===== src/rtl/uart_tx_arbiter_if.sv =====
// Handshake bundle between the two byte requesters,
// the transmit arbiter and the UART transmit side.
interface uart_tx_arbiter_if;
  logic       req0;
  logic [7:0] data0;
  logic       ack0;
  logic       req1;
  logic [7:0] data1;
  logic       ack1;
  logic       uart_tx_busy;
  logic       init_tx;
  logic [7:0] uart_data_in;
  logic [1:0] grant;
  logic       timeout_err;

  modport master (
    output req0, data0, req1, data1, uart_tx_busy,
    input  ack0, ack1, init_tx, uart_data_in,
    input  grant, timeout_err
  );

  modport slave (
    input  req0, data0, req1, data1, uart_tx_busy,
    output ack0, ack1, init_tx, uart_data_in,
    output grant, timeout_err
  );
endinterface


===== src/rtl/uart_tx_arbiter.sv =====
// Round-robin arbiter sharing one UART transmitter
// between two byte requesters, with a start watchdog.
module uart_tx_arbiter #(
  parameter int unsigned TIMEOUT = 16
) (
  input logic             clk,
  input logic             rst,
  uart_tx_arbiter_if.slave bus
);

  typedef enum logic [2:0] {
    IDLE,
    START,
    WAIT_BUSY,
    SEND,
    GAP
  } state_t;

  localparam logic [7:0] WD_LAST = 8'(TIMEOUT - 1);

  state_t     state;
  logic       last;
  logic [7:0] wd;
  logic       pick0;
  logic       pick1;

  // Winner select; a tie goes to whoever was not last.
  always_comb begin
    pick0 = 1'b0;
    pick1 = 1'b0;
    unique case (1'b1)
      (bus.req0 && bus.req1): begin
        pick0 = last;
        pick1 = !last;
      end
      (bus.req0 && !bus.req1): pick0 = 1'b1;
      (!bus.req0 && bus.req1): pick1 = 1'b1;
      default: ;
    endcase
  end

  // Transfer FSM; all outputs registered, pulses default low.
  always_ff @(posedge clk or posedge rst) begin
    if (rst) begin
      state            <= IDLE;
      last             <= 1'b1;
      wd               <= '0;
      bus.ack0         <= 1'b0;
      bus.ack1         <= 1'b0;
      bus.init_tx      <= 1'b0;
      bus.timeout_err  <= 1'b0;
      bus.grant        <= 2'b00;
      bus.uart_data_in <= 8'h00;
    end else begin
      bus.ack0        <= 1'b0;
      bus.ack1        <= 1'b0;
      bus.init_tx     <= 1'b0;
      bus.timeout_err <= 1'b0;
      unique case (state)
        IDLE: begin
          if (!bus.uart_tx_busy && (pick0 || pick1)) begin
            bus.uart_data_in <= pick1 ? bus.data1 : bus.data0;
            bus.grant        <= {pick1, pick0};
            bus.ack0         <= pick0;
            bus.ack1         <= pick1;
            bus.init_tx      <= 1'b1;
            state            <= START;
          end
        end
        START: begin
          wd    <= '0;
          state <= WAIT_BUSY;
        end
        WAIT_BUSY: begin
          if (bus.uart_tx_busy) begin
            state <= SEND;
          end else if (wd == WD_LAST) begin
            bus.timeout_err <= 1'b1;
            bus.grant       <= 2'b00;
            last            <= bus.grant[1];
            state           <= IDLE;
          end else begin
            wd <= wd + 8'd1;
          end
        end
        SEND: begin
          if (!bus.uart_tx_busy) state <= GAP;
        end
        GAP: begin
          bus.grant <= 2'b00;
          last      <= bus.grant[1];
          state     <= IDLE;
        end
        default: state <= IDLE;
      endcase
    end
  end

endmodule


===== src/flat_wrapper.sv =====
// flat-port wrapper written by rule: the top's interface ports become plain ports
module uart_tx_arbiter_flat 
#(
  parameter int unsigned TIMEOUT = 16
)
  (clk, rst, bus_req0, bus_data0, bus_req1, bus_data1, bus_uart_tx_busy, bus_ack0, bus_ack1, bus_init_tx, bus_uart_data_in, bus_grant, bus_timeout_err);
  uart_tx_arbiter_if bus_i ();
  input logic clk;
  input logic rst;
  input wire logic [$bits(bus_i.req0)-1:0] bus_req0;
  input wire logic [$bits(bus_i.data0)-1:0] bus_data0;
  input wire logic [$bits(bus_i.req1)-1:0] bus_req1;
  input wire logic [$bits(bus_i.data1)-1:0] bus_data1;
  input wire logic [$bits(bus_i.uart_tx_busy)-1:0] bus_uart_tx_busy;
  output wire logic [$bits(bus_i.ack0)-1:0] bus_ack0;
  output wire logic [$bits(bus_i.ack1)-1:0] bus_ack1;
  output wire logic [$bits(bus_i.init_tx)-1:0] bus_init_tx;
  output wire logic [$bits(bus_i.uart_data_in)-1:0] bus_uart_data_in;
  output wire logic [$bits(bus_i.grant)-1:0] bus_grant;
  output wire logic [$bits(bus_i.timeout_err)-1:0] bus_timeout_err;
  assign bus_i.req0 = bus_req0;
  assign bus_i.data0 = bus_data0;
  assign bus_i.req1 = bus_req1;
  assign bus_i.data1 = bus_data1;
  assign bus_i.uart_tx_busy = bus_uart_tx_busy;
  assign bus_ack0 = bus_i.ack0;
  assign bus_ack1 = bus_i.ack1;
  assign bus_init_tx = bus_i.init_tx;
  assign bus_uart_data_in = bus_i.uart_data_in;
  assign bus_grant = bus_i.grant;
  assign bus_timeout_err = bus_i.timeout_err;
  uart_tx_arbiter #(.TIMEOUT(TIMEOUT)) u_core (.clk(clk), .rst(rst), .bus(bus_i));
endmodule

===== config.mk =====
export PLATFORM = sky130hd
export DESIGN_NAME = uart_tx_arbiter_flat
export DESIGN_NICKNAME = d
export VERILOG_FILES = /design/src/rtl/uart_tx_arbiter_if.sv /design/src/rtl/uart_tx_arbiter.sv /design/src/flat_wrapper.sv
export SDC_FILE = /design/constraint.sdc
export NUM_CORES = 1
export LEC_CHECK = 0
export BUFFER_PORTS_ARGS = -buffer_cell sky130_fd_sc_hd__buf_2
export CAP_MARGIN = 10
export CORE_MARGIN = 2
export CORE_UTILIZATION = 35
export CTS_CLUSTER_DIAMETER = 50
export DETAILED_ROUTE_END_ITERATION = 8
export GPL_TIMING_DRIVEN = 0
export MAX_ROUTING_LAYER = met4
export PLACE_DENSITY = 0.56
export SLEW_MARGIN = 20
export SYNTH_ARGS = -nofsm -noshare
export SYNTH_HDL_FRONTEND = slang
export SYNTH_SLANG_ARGS = --single-unit

===== constraint.sdc =====
create_clock -name clk -period 2.3 [get_ports clk]
set_input_delay 0.345 -clock clk [delete_from_list [all_inputs] [get_ports clk]]
set_output_delay 0.345 -clock clk [all_outputs]
set_load 0.01 [all_outputs]

==> After elaboration in Yosys (flattened, before gate mapping) <==
Cells that the tools add are included.
{ "totals": {"wordCells": 66, "inputBits": 21, "regBits": 26} }
{ "op_classes": {"n_reduce_logical": 18, "eq_ne": 11, "n_mux": 27, "n_addsub": 1} }
{ "op_table": {"columns": ["op", "n"], "rows": [
  ["8-bit two-way mux", 3],
  ["8-bit one-hot mux with 2 select lines", 1],
  ["3-bit two-way mux", 4],
  ["3-bit one-hot mux with 4 select lines", 1],
  ["1-bit two-way mux", 11],
  ["3-bit AND reduction", 3],
  ["8-bit by 1-bit adder with 8-bit output, second input constant", 1],
  ["8-bit by 4-bit equality test with 1-bit output, second input constant", 1],
  ["3-bit by 2-bit equality test with 1-bit output, second input constant", 2],
  ["2-bit two-way mux", 3],
  ["2-bit != test, second input constant", 3],
  ["1-bit one-hot mux with 2 select lines", 3],
  ["2-bit one-hot mux with 3 select lines", 1],
  ["1-bit logical AND", 4],
  ["1-bit zero test", 4],
  ["2-bit by 1-bit != test with 1-bit output, second input constant", 2],
  ["4-bit AND reduction", 1],
  ["2-bit nonzero test", 2],
  ["3-bit by 1-bit equality test with 1-bit output, second input constant", 1],
  ["3-bit equality test, second input constant", 1],
  ["3-bit zero test", 1],
  ["3-bit by 2-bit != test with 1-bit output, second input constant", 1],
  ["3-bit nonzero test", 1],
  ["2-bit AND reduction", 1],
  ["1-bit logical OR", 1]
]} }

==> Depth between registers and ports, before layout <==
Gate-level depths: netlist of run 1.
{ "depth": {"depth_word": 7, "mapped_depth": 6, "mapped_depth_nobuf": 5} }

==> Worst setup path before layout of run 1 <==
No wires, ideal clock.
{ "synth_timing": {"kind": "register -> register", "from": "register u_core.state[0]", "to": "register u_core.wd[5]", "synth_period_minus_slack_ns": 1.692, "n_path_buf": 1, "stages_incl_launch_ff": 6, "setup_ns": 0.132, "required_time_ns": 2.168, "arrival_ns": 1.560, "slack_ns": 0.608, "cell_sequence": "dfrtp_1 > buf_6 > or4b_4 > or2_4 > o211ai_1 > o41ai_2"} }
{ "synth_between": {"elab_chain_cells": 3, "elab_cells_between_ends": 7} }
{ "synth_rtl": {"columns": ["item", "line", "text"], "rows": [
  ["start: declaration", "uart_tx_arbiter.sv:21", "state_t state;"],
  ["start signal: assignment", "uart_tx_arbiter.sv:45", "state <= IDLE;"],
  ["start signal: assignment", "uart_tx_arbiter.sv:67", "state <= START;"],
  ["start signal: assignment", "uart_tx_arbiter.sv:72", "state <= WAIT_BUSY;"],
  ["3-bit by 2-bit equality test with 1-bit output / 3-bit by 1-bit equality test with 1-bit output (equally long branches)", "uart_tx_arbiter.sv:59", "unique case (state)"],
  ["2-bit != test (no source line) / 2-bit nonzero test (equally long branches)", null, null],
  ["3-bit AND reduction (no source line)", null, null],
  ["end signal: assignment", "uart_tx_arbiter.sv:83", "wd <= wd + 8'd1;"],
  ["end: declaration", "uart_tx_arbiter.sv:23", "logic [7:0] wd;"]
]} }
Several ways; a longest one is shown, not always the timed one.
A chain may end at the register's enable or synchronous reset.

==> Worst setup path in the final report of run 1 <==
Same ends and word-level chain as after synthesis.

==> results of run 1 <==
[registers in the layout, summed over array words and instances (netlist names), 2 cells and up]
name and cells:
u_core.bus.grant 2, u_core.bus.uart_data_in 8, u_core.state 3, u_core.wd 8
[power groups by stage]
stage | logic [W] | registers, W | clock network (W)
6_report | 0.000537 | 0.000708 | 0.000263
5_1_grt | 0.000605 | 0.000730 | 0.000296
4_1_cts | 0.000546 | 0.000709 | 0.000275
3_5_place_dp | 0.000548 | 0.000714 | 0
3_3_place_gp | 0.000535 | 0.000711 | 0
2_1_floorplan | 0.000327 | 0.000740 | 0
[worst register-to-register path, cell delays in order, from the launching register on]
cell and delay, ns:
sky130_fd_sc_hd__dfrtp_1 0.38, sky130_fd_sc_hd__buf_6 0.13, sky130_fd_sc_hd__or4b_4 0.54, sky130_fd_sc_hd__or2_4 0.28
sky130_fd_sc_hd__o211ai_1 0.21, sky130_fd_sc_hd__o41ai_2 0.10
[path summary, 6_finish.rpt]
check	cells past startpoint	start	slack, ns	to
hold reg to reg	2	u_core.bus.uart_data_in[1]	0.49	u_core.bus.uart_data_in[1]
setup reg to reg	5	u_core.state[0]	0.54	u_core.wd[5]
min in group clk	3	bus_req0	0.35	u_core.bus.ack0
max in group asynchronous	2	rst	1.73	u_core.state[0]
hold / removal	2	rst	0.15	u_core.bus.uart_data_in[6]
setup / recovery	5	u_core.state[0]	0.54	u_core.wd[5]
[through the flow]
stage          total power, W  instances
6_report              0.00151        210
5_1_grt               0.00163        210
4_1_cts               0.00153        210
3_5_place_dp          0.00126        206
3_3_place_gp          0.00125        206
2_1_floorplan         0.00107        124
[kinds of logic after synthesis]
| logic type | after synthesis | share of synthesized area (%) |
|---|---|---|
| muxes | 11 | 8.67 |
| xor gates and xnor gates | 1 | 0.682 |
| AOI/OAI and AO/OA | 29 | 14.3 |
| and+or+nand+nor | 48 | 21.5 |
| DFF | 26 | 50.8 |
| adders and majority gates | 1 | 0.975 |
| buffers and inverters | 8 | 3.02 |
[layout make-up]
type / instances / share of cell area, %
plain buffers: 3 / 1.28
clock buffers: 4 / 2.89
flip-flops and latches: 26 / 41.8
well taps: 48 / 3.85
multi-input cells: 90 / 38.0
repair buffers: 34 / 10.9
inverters: 5 / 1.20
[metal layers]
layer | global-route usage, % | up-vias
li1 | - | 518
met4 | 5.59 | 0
met5 | - | -
met1 | 17.4 | 485
met3 | 2.60 | 5
met2 | 21.5 | 29
[cells in the mapped netlist, drive strengths merged, types with 3 or more instances]
library cell	instances	share of area, %
dfrtp	25	49
o21ai	15	5.8
nand2	13	3.8
mux2i	10	7.8
nor2	8	2.3
inv	5	1.5
a21oi	4	1.9
a31oi	3	1.5
and2b	3	1.9
nand2b	3	1.5
nand3	3	1.2
==> impl_metrics.prom, run 1 <==
# TYPE chip_impl_metric gauge
chip_impl_info{name="run_status",value="finished, final reports clean"} 1
chip_impl_metric{name="cell_internal_pwr",unit="W"} 0.000978
chip_impl_metric{name="dpl-instance-area",unit="sq um"} 1510
chip_impl_metric{name="vdd_ir_drop_max",unit="V"} 0.000398
chip_impl_metric{name="post-cts-setup-buffer-count",unit=""} 0
chip_impl_metric{name="yosysWarnings",unit=""} 0
chip_impl_metric{name="tightest_slew",unit="ns"} 0.918
chip_impl_metric{name="final.setup.worst_slack",unit="ns"} 0.543
chip_impl_info{name="crit_path_start_kind",value="flop"} 1
chip_impl_metric{name="critical_path.max_fanout",unit=""} 9
chip_impl_metric{name="switching_share",unit="%"} 35.2
chip_impl_metric{name="cts_num_sinks",unit=""} 26
chip_impl_metric{name="synth_cells",unit=""} 124
chip_impl_info{name="layout_common_cells",value="35 x sky130_fd_sc_hd__buf_2, 25 x sky130_fd_sc_hd__dfrtp_1, 15 x sky130_fd_sc_hd__o21ai_0"} 1
chip_impl_metric{name="initial_utilization",unit="%"} 35.6
chip_impl_metric{name="critical_path_required",unit="ns"} 2.45
chip_impl_metric{name="ffs_w_async_s_r_synth",unit="%"} 100
chip_impl_metric{name="critical_path.n_buffers_inverters",unit=""} 1
chip_impl_metric{name="route.detailed.vias_per_inst",unit=""} 4.94
chip_impl_metric{name="total_area_of_multi_input_combinational_cells",unit="sq um"} 593
chip_impl_info{name="rsz0062_at_grt",value="false"} 1
chip_impl_metric{name="antenna-diode-count",unit=""} 0
chip_impl_metric{name="power.static_leakage",unit="nW"} 0.792
chip_impl_metric{name="hpwlAfterDp",unit="mm"} 1.95
chip_impl_metric{name="finish.instance_area",unit="sq um"} 1560
chip_impl_metric{name="period_needed",unit="ns"} 1.76
chip_impl_metric{name="cts.clk_slew.worst_paths",unit="ns"} 0.09
chip_impl_info{name="crit_path_top_delay_cell",value="sky130_fd_sc_hd__or4b_4"} 1
chip_impl_metric{name="finalSetupViolations",unit=""} 0
chip_impl_metric{name="drtAntennaViolNets",unit=""} 0
chip_impl_metric{name="clk_network_pwr_share",unit="%"} 17.4
chip_impl_info{name="holdCritPathClass",value="in -> async"} 1
chip_impl_metric{name="holdBufCountCts",unit=""} 0
chip_impl_metric{name="comb_power_share",unit="%"} 35.6
chip_impl_metric{name="postSynthAreaPerCell",unit="sq um"} 10.4
chip_impl_metric{name="post_synth_num_cell_types",unit=""} 41
chip_impl_metric{name="layout-area-overhead-vs-synth",unit="%"} 21.4
chip_impl_info{name="ctsRootBufferMaster",value="sky130_fd_sc_hd__clkbuf_8"} 1
chip_impl_metric{name="die_width",unit="um"} 64.6
chip_impl_metric{name="arrival",unit="ns"} 1.91
chip_impl_info{name="path_cells",value="buf_6 -> or4b_4 -> or2_4 -> o211ai_1 -> o41ai_2"} 1
chip_impl_metric{name="port_buffer_cells",unit=""} 34
chip_impl_metric{name="detailroute.wirelength.met3",unit="um"} 123
chip_impl_metric{name="finalClockSkew",unit="ns"} 0.00336
chip_impl_metric{name="maxCapViolCount",unit=""} 0
chip_impl_info{name="crit_path_end_kind",value="flop"} 1
chip_impl_metric{name="gp_congestion",unit=""} 0.749
chip_impl_metric{name="finalSetupTns",unit="ns"} 0
chip_impl_metric{name="met2_wirelength",unit="mm"} 1.23
chip_impl_metric{name="cts_inserted_buffers",unit=""} 3
chip_impl_metric{name="drtIter0Drc",unit=""} 18
chip_impl_info{name="tritoncts",value="yes"} 1
chip_impl_metric{name="dr_total_vias",unit=""} 1037
chip_impl_metric{name="wl_per_cell",unit="um"} 12.0
chip_impl_metric{name="die_area",unit="sq um"} 4170
chip_impl_info{name="maxUsedRoutingLayer",value="met4"} 1
chip_impl_metric{name="largest_stage_delay_on_the_critical_path",unit="ns"} 0.54
chip_impl_metric{name="post_cts_resize_count",unit=""} 0
chip_impl_info{name="crit_family",value="simple AND/OR/NAND/NOR gates"} 1
chip_impl_metric{name="pwr_density_cell",unit="nW/um^2"} 968
chip_impl_metric{name="synth_enable_flop_cells",unit=""} 0
chip_impl_metric{name="final_nets",unit=""} 185
chip_impl_metric{name="finalHoldWorstSlack",unit="ns"} 0.146
chip_impl_metric{name="synth_fp_nets",unit=""} 146
chip_impl_metric{name="clock_tree.htree_level_count",unit=""} 1
chip_impl_info{name="worstSetupPathType",value="reg -> reg"} 1
chip_impl_metric{name="drt_drc_violations_left",unit=""} 0
chip_impl_metric{name="placementRows",unit=""} 22
chip_impl_metric{name="timing.final.max_slew_violations",unit=""} 0
chip_impl_metric{name="grt_antenna_before_repair",unit=""} 0
chip_impl_metric{name="design.portCount",unit=""} 35
chip_impl_info{name="dominantRegCellSynth",value="sky130_fd_sc_hd__dfrtp_1"} 1
chip_impl_metric{name="post_synth_instance_area",unit="sq um"} 1280
chip_impl_metric{name="finish.utilization",unit="%"} 43.2
chip_impl_metric{name="seq_power_share",unit="%"} 46.9
chip_impl_metric{name="die-height",unit="um"} 64.6
chip_impl_info{name="mostFrequentLayoutCell",value="sky130_fd_sc_hd__buf_2"} 1
chip_impl_metric{name="fill_cells",unit=""} 352
chip_impl_metric{name="first_global_vias",unit=""} 995
chip_impl_metric{name="synth.ff_latch_count",unit=""} 26
chip_impl_metric{name="preCtsSetupSlack",unit="ns"} 0.547
chip_impl_metric{name="drtPass1Iterations",unit=""} 4
chip_impl_metric{name="final_min_period_over_clock_period",unit="%"} 76.4
chip_impl_metric{name="postRouteWirelength",unit="mm"} 2.52
chip_impl_metric{name="hold_violations",unit=""} 0
chip_impl_metric{name="switching_power",unit="W"} 0.000531
chip_impl_metric{name="grt_max_degree",unit=""} 27
chip_impl_metric{name="grt_first_pass_wirelength",unit="mm"} 4.31
chip_impl_metric{name="global_route.overflow_total",unit=""} 0
chip_impl_metric{name="routed_length_on_met1",unit="mm"} 1.13
chip_impl_metric{name="ys_seq_area_share",unit="%"} 50.8
chip_impl_metric{name="gr-usage-all-layers",unit="%"} 13.7
chip_impl_metric{name="floorplan.core_area",unit="sq um"} 3610
chip_impl_metric{name="clock_insertion_delay_worst_skew",unit="ns"} 0.27
chip_impl_metric{name="area.sequential",unit="sq um"} 652
chip_impl_metric{name="worst_slew_margin_rel",unit="%"} 38.4
chip_impl_metric{name="cts-root-to-sink-buffers",unit=""} 2
chip_impl_metric{name="fmax",unit="MHz"} 569
chip_impl_metric{name="drive_gt1_share",unit="%"} 32.1
Power figures use the tool's default switching activity.
==> run 2, diff against run 1 <==
==> constraint.sdc (replaced) <==
create_clock -name clk -period 1.74 [get_ports clk]
set_input_delay 0.261 -clock clk [delete_from_list [all_inputs] [get_ports clk]]
set_output_delay 0.261 -clock clk [all_outputs]
set_load 0.01 [all_outputs]
==> impl_metrics.prom, run 2 (synthesis results as in run 1) <==
# TYPE chip_impl_metric gauge
chip_impl_info{name="run_status",value="finished, final reports clean"} 1
chip_impl_metric{name="clk_network_pwr_share",unit="%"} 17.1
chip_impl_metric{name="cell_internal_pwr",unit="W"} 0.00132
chip_impl_metric{name="cts_inserted_buffers",unit=""} 3
chip_impl_metric{name="initial_utilization",unit="%"} 35.6
chip_impl_metric{name="finalHoldWorstSlack",unit="ns"} 0.0627
chip_impl_metric{name="hpwlAfterDp",unit="mm"} 1.95
chip_impl_metric{name="holdBufCountCts",unit=""} 0
chip_impl_metric{name="postRouteWirelength",unit="mm"} 2.59
chip_impl_metric{name="drt_drc_violations_left",unit=""} 0
chip_impl_info{name="layout_common_cells",value="35 x sky130_fd_sc_hd__buf_2, 24 x sky130_fd_sc_hd__dfrtp_1, 15 x sky130_fd_sc_hd__o21ai_0"} 1
chip_impl_metric{name="switching_power",unit="W"} 0.000712
chip_impl_metric{name="arrival",unit="ns"} 1.86
chip_impl_metric{name="timing.final.max_slew_violations",unit=""} 0
chip_impl_metric{name="layout-area-overhead-vs-synth",unit="%"} 24.2
chip_impl_metric{name="seq_power_share",unit="%"} 46.4
chip_impl_metric{name="comb_power_share",unit="%"} 36.5
chip_impl_info{name="mostFrequentLayoutCell",value="sky130_fd_sc_hd__buf_2"} 1
chip_impl_metric{name="largest_stage_delay_on_the_critical_path",unit="ns"} 0.50
chip_impl_info{name="tritoncts",value="yes"} 1
chip_impl_info{name="holdCritPathClass",value="in -> async"} 1
chip_impl_info{name="ctsRootBufferMaster",value="sky130_fd_sc_hd__clkbuf_8"} 1
chip_impl_metric{name="maxCapViolCount",unit=""} 0
chip_impl_metric{name="finish.utilization",unit="%"} 44.2
chip_impl_metric{name="antenna-diode-count",unit=""} 0
chip_impl_metric{name="drive_gt1_share",unit="%"} 34.9
chip_impl_metric{name="reg2reg_depth",unit=""} 5
chip_impl_metric{name="cts.clk_slew.worst_paths",unit="ns"} 0.09
chip_impl_info{name="crit_path_start_kind",value="flop"} 1
chip_impl_metric{name="cts_num_sinks",unit=""} 26
chip_impl_metric{name="worst_slew_margin_rel",unit="%"} 38.4
chip_impl_metric{name="area.sequential",unit="sq um"} 653
chip_impl_info{name="worstReg2RegEnd",value="u_core.wd[5]"} 1
chip_impl_metric{name="die_width",unit="um"} 64.6
chip_impl_info{name="crit_family",value="simple AND/OR/NAND/NOR gates"} 1
chip_impl_metric{name="grt_first_pass_wirelength",unit="mm"} 4.30
chip_impl_metric{name="die-height",unit="um"} 64.6
chip_impl_metric{name="global_route.overflow_total",unit=""} 0
chip_impl_metric{name="route.detailed.vias_per_inst",unit=""} 4.98
chip_impl_info{name="r2r_start",value="u_core.state[0]"} 1
chip_impl_metric{name="gr-usage-all-layers",unit="%"} 13.6
chip_impl_info{name="crit_path_top_delay_cell",value="sky130_fd_sc_hd__or4b_4"} 1
chip_impl_metric{name="grt_antenna_before_repair",unit=""} 0
chip_impl_metric{name="final_nets",unit=""} 189
chip_impl_metric{name="numPlacedInstances",unit=""} 206
chip_impl_metric{name="dr_total_vias",unit=""} 1065
chip_impl_metric{name="fmax",unit="MHz"} 585
chip_impl_info{name="path_cells",value="buf_6 -> or4b_4 -> or2_4 -> o211ai_1 -> o41ai_2"} 1
chip_impl_metric{name="design.portCount",unit=""} 35
chip_impl_metric{name="switching_share",unit="%"} 35.1
chip_impl_metric{name="port_buffer_cells",unit=""} 34
chip_impl_metric{name="total_area_of_multi_input_combinational_cells",unit="sq um"} 597
chip_impl_metric{name="die_area",unit="sq um"} 4170
chip_impl_metric{name="finalSetupViolations",unit=""} 0
chip_impl_metric{name="first_global_vias",unit=""} 995
chip_impl_metric{name="power.static_leakage",unit="nW"} 0.808
chip_impl_metric{name="clock_insertion_delay_worst_skew",unit="ns"} 0.27
chip_impl_metric{name="critical_path_required",unit="ns"} 1.89
chip_impl_metric{name="fill_cells",unit=""} 349
chip_impl_metric{name="drtPass1Iterations",unit=""} 4
chip_impl_metric{name="pwr_density_cell",unit="nW/um^2"} 1270
chip_impl_metric{name="critical_path.n_buffers_inverters",unit=""} 1
chip_impl_info{name="reg.largest.list",value="u_core.bus.uart_data_in: 8 flops, u_core.wd: 8 flops, u_core.state: 3 flops"} 1
chip_impl_metric{name="period_needed",unit="ns"} 1.71
chip_impl_info{name="crit_path_end_kind",value="flop"} 1
chip_impl_metric{name="clock_tree.htree_level_count",unit=""} 1
chip_impl_metric{name="grt_max_degree",unit=""} 27
chip_impl_metric{name="vdd_ir_drop_max",unit="V"} 0.000523
chip_impl_metric{name="drtIter0Drc",unit=""} 16
chip_impl_metric{name="cts-root-to-sink-buffers",unit=""} 2
chip_impl_metric{name="hold_violations",unit=""} 0
chip_impl_metric{name="gp_congestion",unit=""} 0.749
chip_impl_info{name="worstSetupPathType",value="reg -> reg"} 1
chip_impl_metric{name="finalNonFillerCells",unit=""} 214
chip_impl_metric{name="worst_case_register_to_register_setup_slack",unit="ns"} 0.03
chip_impl_info{name="rsz0062_at_grt",value="true"} 1
chip_impl_metric{name="finalClockSkew",unit="ns"} 0.00399
chip_impl_metric{name="placementRows",unit=""} 22
chip_impl_metric{name="critical_path.max_fanout",unit=""} 9
chip_impl_metric{name="drtAntennaViolNets",unit=""} 0
chip_impl_metric{name="wl_per_cell",unit="um"} 12.1
chip_impl_metric{name="tightest_slew",unit="ns"} 0.918
chip_impl_metric{name="floorplan.core_area",unit="sq um"} 3610
chip_impl_metric{name="final_min_period_over_clock_period",unit="%"} 98.3
==> run 2: cell types whose count changed in the layout (fill, tap and decap cells not counted) <==
cell / before / now
sky130_fd_sc_hd__buf_4: 0 / 4
sky130_fd_sc_hd__dfrtp_1: 25 / 24
sky130_fd_sc_hd__a21oi_2: 1 / 2
sky130_fd_sc_hd__a21oi_1: 3 / 2
sky130_fd_sc_hd__dfrtp_2: 0 / 1
==> run 2: routing by layer <==
| metal | share of wire, % | wire (um) | track usage [%] |
|---|---|---|---|
| met5 | 0 | 0 | - |
| met4 | 1.4 | 37 | 5.59 |
| met3 | 5.0 | 130 | 2.60 |
| met2 | 49 | 1260 | 21.5 |
| met1 | 45 | 1160 | 17.3 |
==> run 2: cell type report <==
class                      instances  area share (%)
timing repair buffer              38            12.6
sequential                        26            41.0
buffer                             3            1.26
inverter                           5            1.18
multi-input combinational         90            37.4
tap                               48            3.77
clock buffer                       4            2.83
==> run 2: how the worst max path moves through the flow <==
stage	startpoint	to	slack, ns	cells past startpoint
floorplan	u_core.state[0]	u_core.wd[5]	0.05	5
global placement	u_core.state[0]	u_core.wd[5]	0.005	5
detailed placement	u_core.state[0]	u_core.wd[5]	-0.01	5
CTS	u_core.state[0]	u_core.wd[5]	0.01	5
global route	u_core.state[0]	u_core.wd[5]	-0.02	5
finish	u_core.state[0]	u_core.wd[5]	0.03	5
==> run 2: power groups by stage <==
stage               Combinational, W  Sequential [W]  Clock [W]
floorplan                   0.000433        0.000979          0
global placement            0.000707        0.000939          0
detailed placement          0.000724        0.000944          0
CTS                         0.000722        0.000938   0.000364
global route                0.000831        0.000969   0.000391
finish                      0.000742        0.000943   0.000347
==> run 2: what timing repair did <==
action                                  in CTS  in global routing
buffers inserted                             0                  4
resized for setup                            0                  2
cloned                                       0                  0
pin swaps                                    3                  4
endpoints found under the setup margin       2                 13
==> run 2: through the flow <==
stage                     power [W]  setup slack (ns)  instance area (sq um)  setup TNS, ns
after floorplan             0.00141            0.0483                   1280              0
final                       0.00203            0.0295                   1590              0
after global routing        0.00219           -0.0184                   1590        -0.0190
after global placement      0.00165           0.00500                   1510              0
after detailed placement    0.00167           -0.0130                   1510        -0.0130
after CTS                   0.00202            0.0142                   1560              0
==> run 3, diff against run 2 <==
--- a/config.mk
+++ b/config.mk
@@ -5,6 +5,7 @@
 export SDC_FILE = /design/constraint.sdc
 export NUM_CORES = 1
 export LEC_CHECK = 0
+export ABC_AREA = 1
 export BUFFER_PORTS_ARGS = -buffer_cell sky130_fd_sc_hd__buf_2
 export CAP_MARGIN = 10
 export CORE_MARGIN = 2
==> impl_metrics.prom, run 3 <==
# TYPE chip_impl_metric gauge
chip_impl_metric{name="grt_first_pass_wirelength",unit="mm"} 4.78
chip_impl_info{name="crit_path_end_kind",value="flop"} 1
chip_impl_metric{name="postRouteWirelength",unit="mm"} 2.77
chip_impl_info{name="synth.largest_area_cell",value="sky130_fd_sc_hd__dfrtp_1"} 1
chip_impl_metric{name="hold_violations",unit=""} 0
chip_impl_info{name="worstReg2RegEnd",value="u_core.bus.uart_data_in[7]"} 1
chip_impl_metric{name="postSynthAreaPerCell",unit="sq um"} 7.82
chip_impl_info{name="maxUsedRoutingLayer",value="met4"} 1
chip_impl_metric{name="gr-usage-all-layers",unit="%"} 14.4
chip_impl_info{name="rsz0062_at_grt",value="false"} 1
chip_impl_metric{name="critical_path_required",unit="ns"} 1.90
chip_impl_info{name="run_status",value="finished, final reports clean"} 1
chip_impl_metric{name="grt_max_degree",unit=""} 27
chip_impl_metric{name="finalPower",unit="W"} 0.00228
chip_impl_metric{name="reg2reg_depth",unit=""} 6
chip_impl_metric{name="finalSetupViolations",unit=""} 0
chip_impl_metric{name="routed_length_on_met1",unit="mm"} 1.37
chip_impl_metric{name="final_nets",unit=""} 236
chip_impl_info{name="r2r_start",value="u_core.state[1]"} 1
chip_impl_metric{name="drtAntennaViolNets",unit=""} 0
chip_impl_metric{name="total_area_of_multi_input_combinational_cells",unit="sq um"} 637
chip_impl_info{name="worstSetupPathType",value="reg -> reg"} 1
chip_impl_metric{name="finalNonFillerCells",unit=""} 261
chip_impl_info{name="holdCritPathClass",value="in -> async"} 1
chip_impl_metric{name="vdd_ir_drop_max",unit="V"} 0.000522
chip_impl_metric{name="synth_fp_nets",unit=""} 197
chip_impl_metric{name="initial_utilization",unit="%"} 36.8
chip_impl_metric{name="worst_slew_margin_rel",unit="%"} 38.1
chip_impl_metric{name="port_buffer_cells",unit=""} 34
chip_impl_metric{name="floorplan.core_area",unit="sq um"} 3720
chip_impl_metric{name="critical_path.max_fanout",unit=""} 8
chip_impl_metric{name="timing.final.max_slew_violations",unit=""} 0
chip_impl_info{name="reg.largest.list",value="u_core.bus.uart_data_in: 8 flops, u_core.wd: 8 flops, u_core.state: 3 flops"} 1
chip_impl_metric{name="cts.clk_slew.worst_paths",unit="ns"} 0.09
chip_impl_metric{name="period_needed",unit="ns"} 1.41
chip_impl_metric{name="ys_seq_area_share",unit="%"} 47.6
chip_impl_metric{name="post-cts-setup-buffer-count",unit=""} 0
chip_impl_metric{name="grt_antenna_before_repair",unit=""} 0
chip_impl_metric{name="clock_tree.htree_level_count",unit=""} 1
chip_impl_metric{name="dpl-instance-area",unit="sq um"} 1600
chip_impl_metric{name="maxCapViolCount",unit=""} 0
chip_impl_metric{name="holdBufCountCts",unit=""} 0
chip_impl_metric{name="post_cts_resize_count",unit=""} 0
chip_impl_info{name="mostFrequentLayoutCell",value="sky130_fd_sc_hd__nand2_1"} 1
chip_impl_metric{name="cts_num_sinks",unit=""} 26
chip_impl_metric{name="worst_case_register_to_register_setup_slack",unit="ns"} 0.33
chip_impl_metric{name="finalSetupTns",unit="ns"} 0
chip_impl_info{name="crit_path_start_kind",value="flop"} 1
chip_impl_metric{name="hpwlAfterDp",unit="mm"} 2.09
chip_impl_metric{name="dr_total_vias",unit=""} 1236
chip_impl_metric{name="detailroute.wirelength.met3",unit="um"} 155
chip_impl_metric{name="gp_congestion",unit=""} 0.749
chip_impl_metric{name="placementRows",unit=""} 22
chip_impl_metric{name="wl_per_cell",unit="um"} 10.6
chip_impl_info{name="top_post_synthesis_cells_by_area",value="sky130_fd_sc_hd__dfrtp_1 46%, sky130_fd_sc_hd__nand2_1 15%, sky130_fd_sc_hd__nor2_1 7.1%, sky130_fd_sc_hd__a21oi_1 6.6%, sky130_fd_sc_hd__inv_1 4.4%"} 1
chip_impl_metric{name="first_global_vias",unit=""} 1086
chip_impl_metric{name="clock_insertion_delay_worst_skew",unit="ns"} 0.27
chip_impl_metric{name="final.setup.worst_slack",unit="ns"} 0.330
chip_impl_metric{name="post_synth_instance_area",unit="sq um"} 1370
chip_impl_metric{name="pwr_density_cell",unit="nW/um^2"} 1390
chip_impl_metric{name="fill_cells",unit=""} 399
chip_impl_metric{name="cts_inserted_buffers",unit=""} 3
chip_impl_metric{name="synth_enable_flop_cells",unit=""} 0
chip_impl_info{name="ctsRootBufferMaster",value="sky130_fd_sc_hd__clkbuf_8"} 1
chip_impl_metric{name="met2_wirelength",unit="mm"} 1.21
chip_impl_metric{name="fmax",unit="MHz"} 709
chip_impl_info{name="most_used_standard_cell_by_instance_count_after_synthesis",value="sky130_fd_sc_hd__nand2_1"} 1
chip_impl_metric{name="die-height",unit="um"} 66.5
chip_impl_metric{name="route.detailed.vias_per_inst",unit=""} 4.74
chip_impl_metric{name="design.portCount",unit=""} 35
chip_impl_info{name="layout_common_cells",value="54 x sky130_fd_sc_hd__nand2_1, 34 x sky130_fd_sc_hd__buf_2, 26 x sky130_fd_sc_hd__nor2_1"} 1
chip_impl_metric{name="tightest_slew",unit="ns"} 0.923
chip_impl_metric{name="portion_of_synthesized_cell_area_occupied_by_the_leading_cell_type",unit="%"} 45.7
chip_impl_info{name="tritoncts",value="yes"} 1
chip_impl_metric{name="drive_gt1_share",unit="%"} 24.9
chip_impl_metric{name="global_route.overflow_total",unit=""} 0
chip_impl_metric{name="die_width",unit="um"} 66.5
chip_impl_metric{name="drtIter0Drc",unit=""} 79
chip_impl_metric{name="final_min_period_over_clock_period",unit="%"} 81.1
chip_impl_metric{name="cts-root-to-sink-buffers",unit=""} 2
chip_impl_metric{name="yosysWarnings",unit=""} 0
chip_impl_metric{name="die_area",unit="sq um"} 4430
chip_impl_metric{name="post_synth_num_cell_types",unit=""} 25
chip_impl_info{name="synth.cells.most_frequent",value="54 x sky130_fd_sc_hd__nand2_1, 26 x sky130_fd_sc_hd__nor2_1, 25 x sky130_fd_sc_hd__dfrtp_1"} 1
chip_impl_metric{name="preCtsSetupSlack",unit="ns"} 0.339
chip_impl_metric{name="numPlacedInstances",unit=""} 257
chip_impl_metric{name="drtPass1Iterations",unit=""} 4
chip_impl_metric{name="layout-area-overhead-vs-synth",unit="%"} 20.1
chip_impl_metric{name="arrival",unit="ns"} 1.57
chip_impl_metric{name="finalClockSkew",unit="ns"} 0.00304
chip_impl_metric{name="antenna-diode-count",unit=""} 0
chip_impl_metric{name="power.static_leakage",unit="nW"} 0.860
chip_impl_metric{name="area.sequential",unit="sq um"} 652
chip_impl_metric{name="ffs_w_async_s_r_synth",unit="%"} 100
chip_impl_metric{name="synth.ff_latch_count",unit=""} 26
chip_impl_info{name="dominantRegCellSynth",value="sky130_fd_sc_hd__dfrtp_1"} 1
chip_impl_metric{name="synth_cells",unit=""} 175
chip_impl_metric{name="finish.instance_area",unit="sq um"} 1640
chip_impl_metric{name="drt_drc_violations_left",unit=""} 0
==> run 3: layout make-up <==
| class | instances | area share [%] |
|---|---|---|
| Sequential cell | 26 | 39.6 |
| Multi-Input combinational cell | 129 | 38.7 |
| Timing Repair Buffer | 34 | 10.4 |
| Inverter | 19 | 4.41 |
| Tap cell | 48 | 3.65 |
| Clock buffer | 4 | 2.74 |
| Buffer | 1 | 0.457 |
==> run 3: where the power goes <==
part / switching, W / leakage [nW] / internal, W
Sequential: 0.000122 / 0.331 / 0.000793
Clock: 0.000188 / 0.0228 / 0.000164
Combinational: 0.000650 / 0.507 / 0.000364
==> run 3: metrics by stage <==
step	hold WS, ns	util (%)
after floorplan	0.300	-
after global placement	0.457	43.0
after detailed placement	0.464	43.0
after CTS	0.216	44.2
after global routing	0.125	44.2
final	0.0660	44.2
==> run 3: routing by layer <==
| layer | vias up | track usage (%) |
|---|---|---|
| met5 | - | - |
| met4 | 0 | 3.83 |
| met3 | 4 | 2.53 |
| met2 | 40 | 23.1 |
| met1 | 561 | 18.8 |
| li1 | 631 | - |
==> run 3: cells by family after synthesis <==
family                     share of synthesized area [%]
xor gates and xnor gates                            1.28
and+or+nand+nor                                     33.2
AOI/OAI and AO/OA                                   11.2
buffers and inverters                               5.85
DFF                                                 47.6
adders and majority gates                          0.914
==> run 3: how the worst max path moves through the flow <==
| stage | from | to | slack [ns] | cells past startpoint |
|---|---|---|---|---|
| floorplan | u_core.wd[0] | u_core.state[1] | 0.50 | 8 |
| global placement | u_core.state[1] | u_core.bus.uart_data_in[1] | 0.35 | 6 |
| detailed placement | u_core.state[1] | u_core.bus.uart_data_in[1] | 0.34 | 6 |
| CTS | u_core.state[1] | u_core.bus.uart_data_in[1] | 0.33 | 6 |
| global route | u_core.state[1] | u_core.bus.uart_data_in[5] | 0.16 | 6 |
| finish | u_core.state[1] | u_core.bus.uart_data_in[7] | 0.33 | 6 |
==> run 3: worst max-delay path, cell delays in order (launching register included) <==
cell                      delay, ns
sky130_fd_sc_hd__dfrtp_1       0.46
sky130_fd_sc_hd__nor2_2        0.15
sky130_fd_sc_hd__nand2_1       0.11
sky130_fd_sc_hd__nor2_1        0.19
sky130_fd_sc_hd__inv_1         0.16
sky130_fd_sc_hd__a21oi_1       0.15
sky130_fd_sc_hd__a21oi_1       0.08
